## src/rtl/vga_pattern_source.sv

```systemverilog
`default_nettype none
// vga_pattern_source: Avalon-ST 30-bit RGB test-pattern frame source with sop/eop framing.
// Rev 1.0
module vga_pattern_source #(
  parameter int H_ACTIVE = 640,
  parameter int V_ACTIVE = 480
) (
  input  logic        clk_clk,
  input  logic        reset_reset,
  input  logic        enable,
  input  logic [1:0]  pattern_sel,
  input  logic [29:0] solid_color,
  output logic [29:0] stream_data,
  output logic        stream_startofpacket,
  output logic        stream_endofpacket,
  output logic        stream_valid,
  input  logic        stream_ready,
  output logic [15:0] frame_count,
  output logic        busy
);

  localparam logic [0:0]  S_IDLE   = 1'b0;
  localparam logic [0:0]  S_STREAM = 1'b1;
  localparam logic [11:0] X_LAST   = 12'(H_ACTIVE - 1);
  localparam logic [11:0] Y_LAST   = 12'(V_ACTIVE - 1);
  localparam logic [11:0] BAR_LAST = 12'(H_ACTIVE / 8 - 1);

  logic [0:0]  state;
  logic [11:0] x, y, bar_cnt;
  logic [2:0]  bar_idx;
  logic [1:0]  sel_q;
  logic [29:0] color_q;

  logic [11:0] nx, ny, n_bar_cnt;
  logic [2:0]  n_bar_idx;
  logic [1:0]  n_sel;
  logic [29:0] n_color;
  logic [29:0] n_pixel;
  logic        last, n_sop, n_eop;

  assign last = (x == X_LAST) && (y == Y_LAST);

  // Coordinates of the pixel to be presented after the next output update.
  always_comb begin
    nx        = x;
    ny        = y;
    n_bar_cnt = bar_cnt;
    n_bar_idx = bar_idx;
    n_sel     = sel_q;
    n_color   = color_q;
    if (state == S_IDLE || (stream_valid && last)) begin
      nx        = '0;
      ny        = '0;
      n_bar_cnt = '0;
      n_bar_idx = '0;
      n_sel     = pattern_sel;
      n_color   = solid_color;
    end else if (stream_valid) begin
      if (x == X_LAST) begin
        nx        = '0;
        ny        = y + 12'd1;
        n_bar_cnt = '0;
        n_bar_idx = '0;
      end else begin
        nx = x + 12'd1;
        if (bar_cnt == BAR_LAST) begin
          n_bar_cnt = '0;
          n_bar_idx = bar_idx + 3'd1;
        end else begin
          n_bar_cnt = bar_cnt + 12'd1;
        end
      end
    end
  end

  // Bar order W,Y,C,G,M,R,B,K maps to R=~idx[1], G=~idx[2], B=~idx[0].
  always_comb begin
    case (n_sel)
      2'd0:    n_pixel = {{10{~n_bar_idx[1]}}, {10{~n_bar_idx[2]}}, {10{~n_bar_idx[0]}}};
      2'd1:    n_pixel = {nx[9:0], nx[9:0], nx[9:0]};
      2'd2:    n_pixel = (nx[5] ^ ny[5]) ? 30'h0 : 30'h3FFFFFFF;
      default: n_pixel = n_color;
    endcase
    n_sop = (nx == 12'd0) && (ny == 12'd0);
    n_eop = (nx == X_LAST) && (ny == Y_LAST);
  end

  always_ff @(posedge clk_clk) begin
    if (reset_reset) begin
      state                <= S_IDLE;
      x                    <= '0;
      y                    <= '0;
      bar_cnt              <= '0;
      bar_idx              <= '0;
      sel_q                <= '0;
      color_q              <= '0;
      stream_data          <= '0;
      stream_startofpacket <= 1'b0;
      stream_endofpacket   <= 1'b0;
      stream_valid         <= 1'b0;
      frame_count          <= '0;
      busy                 <= 1'b0;
    end else if (state == S_IDLE) begin
      if (enable) begin
        state   <= S_STREAM;
        busy    <= 1'b1;
        x       <= nx;
        y       <= ny;
        bar_cnt <= n_bar_cnt;
        bar_idx <= n_bar_idx;
        sel_q   <= n_sel;
        color_q <= n_color;
      end
    end else if (!stream_valid) begin
      // First beat of a frame entered from IDLE: present pixel (0,0).
      stream_valid         <= 1'b1;
      stream_data          <= n_pixel;
      stream_startofpacket <= n_sop;
      stream_endofpacket   <= n_eop;
    end else if (stream_ready) begin
      if (last) begin
        frame_count <= frame_count + 16'd1;
      end
      if (last && !enable) begin
        state                <= S_IDLE;
        busy                 <= 1'b0;
        stream_valid         <= 1'b0;
        stream_data          <= '0;
        stream_startofpacket <= 1'b0;
        stream_endofpacket   <= 1'b0;
      end else begin
        x                    <= nx;
        y                    <= ny;
        bar_cnt              <= n_bar_cnt;
        bar_idx              <= n_bar_idx;
        sel_q                <= n_sel;
        color_q              <= n_color;
        stream_data          <= n_pixel;
        stream_startofpacket <= n_sop;
        stream_endofpacket   <= n_eop;
      end
    end
  end

endmodule
`default_nettype wire

```

## config.mk

```make
export PLATFORM = sky130hd
export DESIGN_NAME = vga_pattern_source
export DESIGN_NICKNAME = d
export VERILOG_FILES = /design/src/rtl/vga_pattern_source.sv
export SDC_FILE = /design/constraint.sdc
export NUM_CORES = 1
export LEC_CHECK = 0
export ABC_AREA = 1
export BUFFER_PORTS_ARGS = -buffer_cell sky130_fd_sc_hd__buf_2
export CAP_MARGIN = 15
export CORE_MARGIN = 2
export CORE_UTILIZATION = 60
export DETAILED_ROUTE_END_ITERATION = 6
export GPL_TIMING_DRIVEN = 0
export HOLD_SLACK_MARGIN = 0.1
export PLACE_DENSITY = 0.85
export SKIP_CTS_REPAIR_TIMING = 1
export SLEW_MARGIN = 5
export SYNTH_ARGS = -nofsm -noshare
export SYNTH_HDL_FRONTEND = slang
export SYNTH_SLANG_ARGS = --single-unit
```

## constraint.sdc

```tcl
create_clock -name clk_clk -period 5.15 [get_ports clk_clk]
set_clock_uncertainty 0.05 [all_clocks]
set_input_delay 1.03 -clock clk_clk [delete_from_list [all_inputs] [get_ports clk_clk]]
set_output_delay 1.03 -clock clk_clk [all_outputs]
set_load 0.01 [all_outputs]
```

---- After elaboration in Yosys (flattened, before gate mapping) ----
Cells that the tools add are included.
operators by class
  add/sub/neg operators ................... 5
  reduce and logical (&&, ||, !) cells .... 15
  mux-type cells .......................... 67
  equal/unequal tests ..................... 12
  bitwise gates (word level) .............. 5
operator list
  operator                                               count
  two-way mux 12 bit                                     25
  two-way mux 30 bit                                     10
  case mux 30 bit (3 select lines)                       1
  adder 12 x 1 -> 12 bit, second input constant          3
  two-way mux 3 bit                                      9
  equality test 12 x 10 -> 1 bit, second input constant  2
  equality test 12 x 9 -> 1 bit, second input constant   2
  logical NOT 12 bit                                     2
  adder 16 x 1 -> 16 bit, second input constant          1
  two-way mux 1 bit                                      16
  equality test 12 x 7 -> 1 bit, second input constant   1
  two-way mux 2 bit                                      6
  AND reduction 4 bit                                    3
  inequality test 2 bit, second input constant           3
  logical AND 1 bit                                      5
  inequality test 2 x 1 -> 1 bit, second input constant  2
  inverter 1 bit                                         4
  adder 3 x 1 -> 3 bit, second input constant            1
  equality test 2 x 1 -> 1 bit, second input constant    1
  equality test 2 bit, second input constant             1
  logical NOT 2 bit                                      1
  AND reduction 2 bit                                    1
  nonzero test 2 bit                                     1
  logical NOT 1 bit                                      1
  other kinds (2)                                        2
storage, ports and cells
  output and inout port bits .............. 50
  bits of input ports ..................... 36
  register bits after elaboration ......... 122
  word-level logic and storage cells ...... 117

---- Longest topological paths before layout ----
  depth after elaboration ................. 11
  gate-level depth with buffers ........... 18
  mapped depth without buffers ............ 17

---- Least setup slack after synthesis ----
Ideal clock, no wire load.
  kind .................................... input -> register
  start ................................... in stream_ready
  end ..................................... reg bar_cnt[3]
  path buffers ............................ 2
  library setup time ...................... 0.128 ns
  arrival ................................. 2.180 ns
  stages .................................. 11
  slack ................................... 2.792 ns
  required time ........................... 4.972 ns
  cell sequence ........................... inv_1 -> nor2_1 -> inv_1 -> nand2_1 -> o21ai_1 -> inv_1 -> clkbuf_1 -> clkbuf_1 -> nand3_1 -> nand2_1 -> nor2_1
between the ends
  longest elaborated chain between the ends .. 2
ends and longest elaborated chain
  item                             line  text
  start, declared                  17    input logic stream_ready,
  inequality test 2 bit (no line)  --
  AND reduction 4 bit (no line)    --
  end signal, assigned             109   bar_cnt <= n_bar_cnt;
  end signal, assigned             134   bar_cnt <= n_bar_cnt;
  end, declared                    29    logic [11:0] x, y, bar_cnt;
No other way between the ends.
A chain may end at the register's enable or synchronous reset.

---- Worst setup path in the final report ----
  start ................................... reg y[0]
  end ..................................... reg x[10]
between the ends
  longest elaborated chain between the ends .. 9
  elaborated cells on any way between the ends .. 13
  those cells by class .................... 2 x eq/ne; 6 x mux; 5 x reduce/logical
ends and longest elaborated chain
  item                             line  text
  start, declared                  29
  start signal, assigned           108   y <= ny;
  start signal, assigned           133   y <= ny;
  equality test 12 x 9 -> 1 bit *  41    assign last = (x == X_LAST) && (y == Y_LAST);
  logical AND 1 bit *              41
  logical AND 1 bit                51    if (state == S_IDLE || (stream_valid && last)) begin
  logical OR 1 bit                 51
  two-way mux 12 bit               51
  two-way mux 12 bit               124   if (last && !enable) begin
  two-way mux 12 bit               120   end else if (stream_ready) begin
  two-way mux 12 bit               114   end else if (!stream_valid) begin
  two-way mux 12 bit               103   end else if (state == S_IDLE) begin
  end signal, assigned             107   x <= nx;
  end signal, assigned             132   x <= nx;
  end, declared                    29
Mark *: on every way between the ends. The rest lies on a longest branch, timed or not. The select of a mux whose other input is x is not followed.

==> results.md <==
* GRT Total Usage at 0.3409
* Crit path launch: y[0]$_SDFFE_PP0P_
* Worst-margin pin slew at 0.6346 ns
* Combinational family with the most area after synthesis: simple AND/OR/NAND/NOR gates
* Routed WL at 20.12 mm
* Reg-to-reg startpoint: y[0]$_SDFFE_PP0P_
* Status: complete, no violations
* Fraction of the mapped netlist area in adder cells at 0.009256
* Critical Path RT at around 5.4 ns
* Post-Synth Simple-Gate Area at 0.3110
* Ant. Diodes at 0
* Via Count at 7,279
* Final Setup Violations at 0
* Antenna Violating Nets Remaining at 0
* Vias per std cell at approximately 5.7
* Leading cell type in the layout, fill and taps excluded: nand2_1
* GRT overflow at 0
* Lkg Pwr at roughly 3.7 nW
* Top-Level Pins at 86
* Final non-filler cell total at between 1,000 and 1,500
* Mean post-synth cell area at 6.588 um^2
* Fin. Hold Viols at 0
* First-pass GRT wire length at around 32 mm
* Initial antenna violation count at 0
* FP Rows at 38
* Dpl hpwl at 14.82 mm
* #FFs+latches synth at between 100 and 150
* Tcrit/Tclk final at 0.5985
* Initial DRC count at 613
* Clock Latency Late Sink at approximately 0.43 ns
* Clock sink count at ~120
* Placed cell area at approximately 0.0074 mm^2
* Height of the die at 110.1 um
* Post-route cell area at ~0.0079 mm^2
* Setup CP Type: flop to flop
* Wire length per cell at approximately 16 um
* Clk slew on worst S/H paths at around 0.050 ns
* Post-synthesis cell type count at 37
* TritonCTS clock tree: done
* Proportion of synthesized area in mux cells at 0.04443
* Max clock buf depth at 2
* Vias in the first global route at approximately 6,500
* Largest net degree at the start of global routing at 17
* CP Launch Type: flop
* Core Box Area at roughly 0.011 mm^2
* CP Capture Type: flop
* IO buf count at 84
* DR pass1 iterations at 5
* Worst Hold Launch: stream_data[28]$_SDFFE_PP0P_
* DRC viols at 0
* Root Buffer: clkbuf_16
* Syn nets at about 1,100
* Fin crit period at ~3 ns
* Final setup TNS at 0 ns
* Hold WC Path Type: flop to flop
* Fin. max-slew vios at 0
* Compound-Gate Fraction of Synth Area at 0.1651
* Area Growth Syn to Fin at 17.27%
* Syn Inst Count at 1,026
* Syn Std Cell Area at 0.006759 mm^2
* CP arrival at 3.31 ns
* FMAX at about 320 MHz
* RSZ-0062 raised after global routing: false
* Commonest non-fill, non-tap cells in the layout: nand2_1, dfxtp_1, inv_1
* Warnings, synthesis at 0
* Die Area at 0.01213 mm^2
* Max_slew headroom at 0.5741
* Pwr Density at 349.3 mW/mm^2
* Seq/Total Area, Yosys at 0.3613
* Final-stage net count at approximately 1,200
* Crit path max fanout at 10
* Share of cells above drive strength 1 at 0.1481
* Core Util, Final at 0.7248
* TritonCTS Buffers at 17
* Worst vdd ir at about 0.24 mV
* Die Width at around 110 um
* Max-Cap Viols at 0
* Starting density of the core at 0.6181
* Post-Synth XOR/XNOR Area at 0.006479
* Final estimated routing congestion in global placement at roughly 1
* H-Tree Depth at 4
* DP Cell Count at ~1,300
## worst paths after layout
check                                                     to  slack (ns)  depth (start not counted)
worst max-delay path                      x[10]$_SDFFE_PP0P_        2.07                         12
worst min register to register  stream_data[28]$_SDFFE_PP0P_        0.41                          2
worst min-delay path            stream_data[28]$_SDFFE_PP0P_        0.41                          2
worst max register to register            x[10]$_SDFFE_PP0P_        2.07                         12
## state kept, by name (all words and copies together), names as in the netlist
name / count
sel_q: 2
stream_startofpacket: 1
y: 12
x: 12
stream_data: 30
bar_cnt: 12
busy: 1
stream_endofpacket: 1
stream_valid: 1
bar_idx: 3
frame_count: 16
color_q: 30
state: 1
## power breakdown
part           total [mW]  internal (mW)  switching, mW
combinational       0.535          0.183          0.352
sequential           1.07           1.02         0.0506
clock                1.17          0.743          0.424
total                2.77           1.94          0.827
## cells in the mapped netlist
master / count / area share
nor2_2: 2 / 0.0019
a21oi_1: 99 / 0.073
nand3b_1: 1 / 0.0011
o21ai_0: 55 / 0.041
mux2i_1: 30 / 0.044
nand2_4: 4 / 0.0067
nor4_1: 1 / 0.00093
inv_2: 9 / 0.0050
o21ai_2: 2 / 0.0026
a31oi_1: 2 / 0.0019
clkbuf_1: 29 / 0.016
o21bai_1: 3 / 0.0033
nor3b_1: 1 / 0.0011
o21a_1: 2 / 0.0022
dfxtp_1: 122 / 0.36
o21ai_4: 1 / 0.0024
a21oi_2: 12 / 0.016
buf_6: 5 / 0.0083
nor3_1: 14 / 0.010
inv_1: 114 / 0.063
buf_2: 13 / 0.0096
o21ai_1: 25 / 0.019
nor2_4: 1 / 0.0017
nor3_4: 1 / 0.0024
nand3_2: 1 / 0.0015
nand2_2: 2 / 0.0019
nor3_2: 1 / 0.0015
nand3_1: 85 / 0.063
ha_1: 5 / 0.0093
a211oi_1: 3 / 0.0033
xor2_1: 5 / 0.0065
a221oi_1: 1 / 0.0013
and3_1: 1 / 0.00093
nand2_1: 271 / 0.15
nand4_1: 20 / 0.019
or2_2: 3 / 0.0028
nor2_1: 80 / 0.044
## logic make-up (layout without fill, tap and decap cells)
logic type	count (synthesis)	in the layout
simple gates	489	489
compound gates	205	205
buf+inv	170	285
flops	122	122
mux	30	30
fa+ha+maj	5	5
xor+xnor	5	5
## metrics by stage
| step | power [mW] | worst slack [ns] | hold WS [ns] |
|---|---|---|---|
| floorplan | 1.442 | 2.792 | 0.3986 |
| global route | 2.870 | 1.883 | 0.4239 |
| finish | 2.769 | 2.067 | 0.4123 |
| global placement | 1.587 | 2.107 | 0.4021 |
| detailed placement | 1.601 | 2.061 | 0.4058 |
| CTS | 2.759 | 2.226 | 0.4141 |
## per-layer routing
layer  part of all wire  vias up  GRT usage
li1                   -     3563          -
met1               0.41     3300     0.4229
met2               0.47      329     0.5557
met3              0.071       87    0.06408
met4              0.050        0     0.1920
met5                  0        -          0
## critical path, stage by stage, from the launching register on
cell and delay, ns:
dfxtp_1 0.48, ha_1 0.25, nand2_1 0.10, nor2_2 0.18
inv_1 0.07, nor2_1 0.15, nand3_1 0.13, o21ai_1 0.37
inv_1 0.16, clkbuf_1 0.26, clkbuf_1 0.35, o21ai_0 0.31
a21oi_1 0.08
## cell type report
type                    instances  area [um^2]
plain buffers                  47        230.2
clock buffers                  23        478.0
clock inverters                 8        93.84
fillers                       945         3009
inverters                     123        461.7
multi-input cells             734         3625
flip-flops and latches        122         2442
well taps                     140        175.2
repair buffers                 84        420.4
Power figures use the tool's default switching activity.
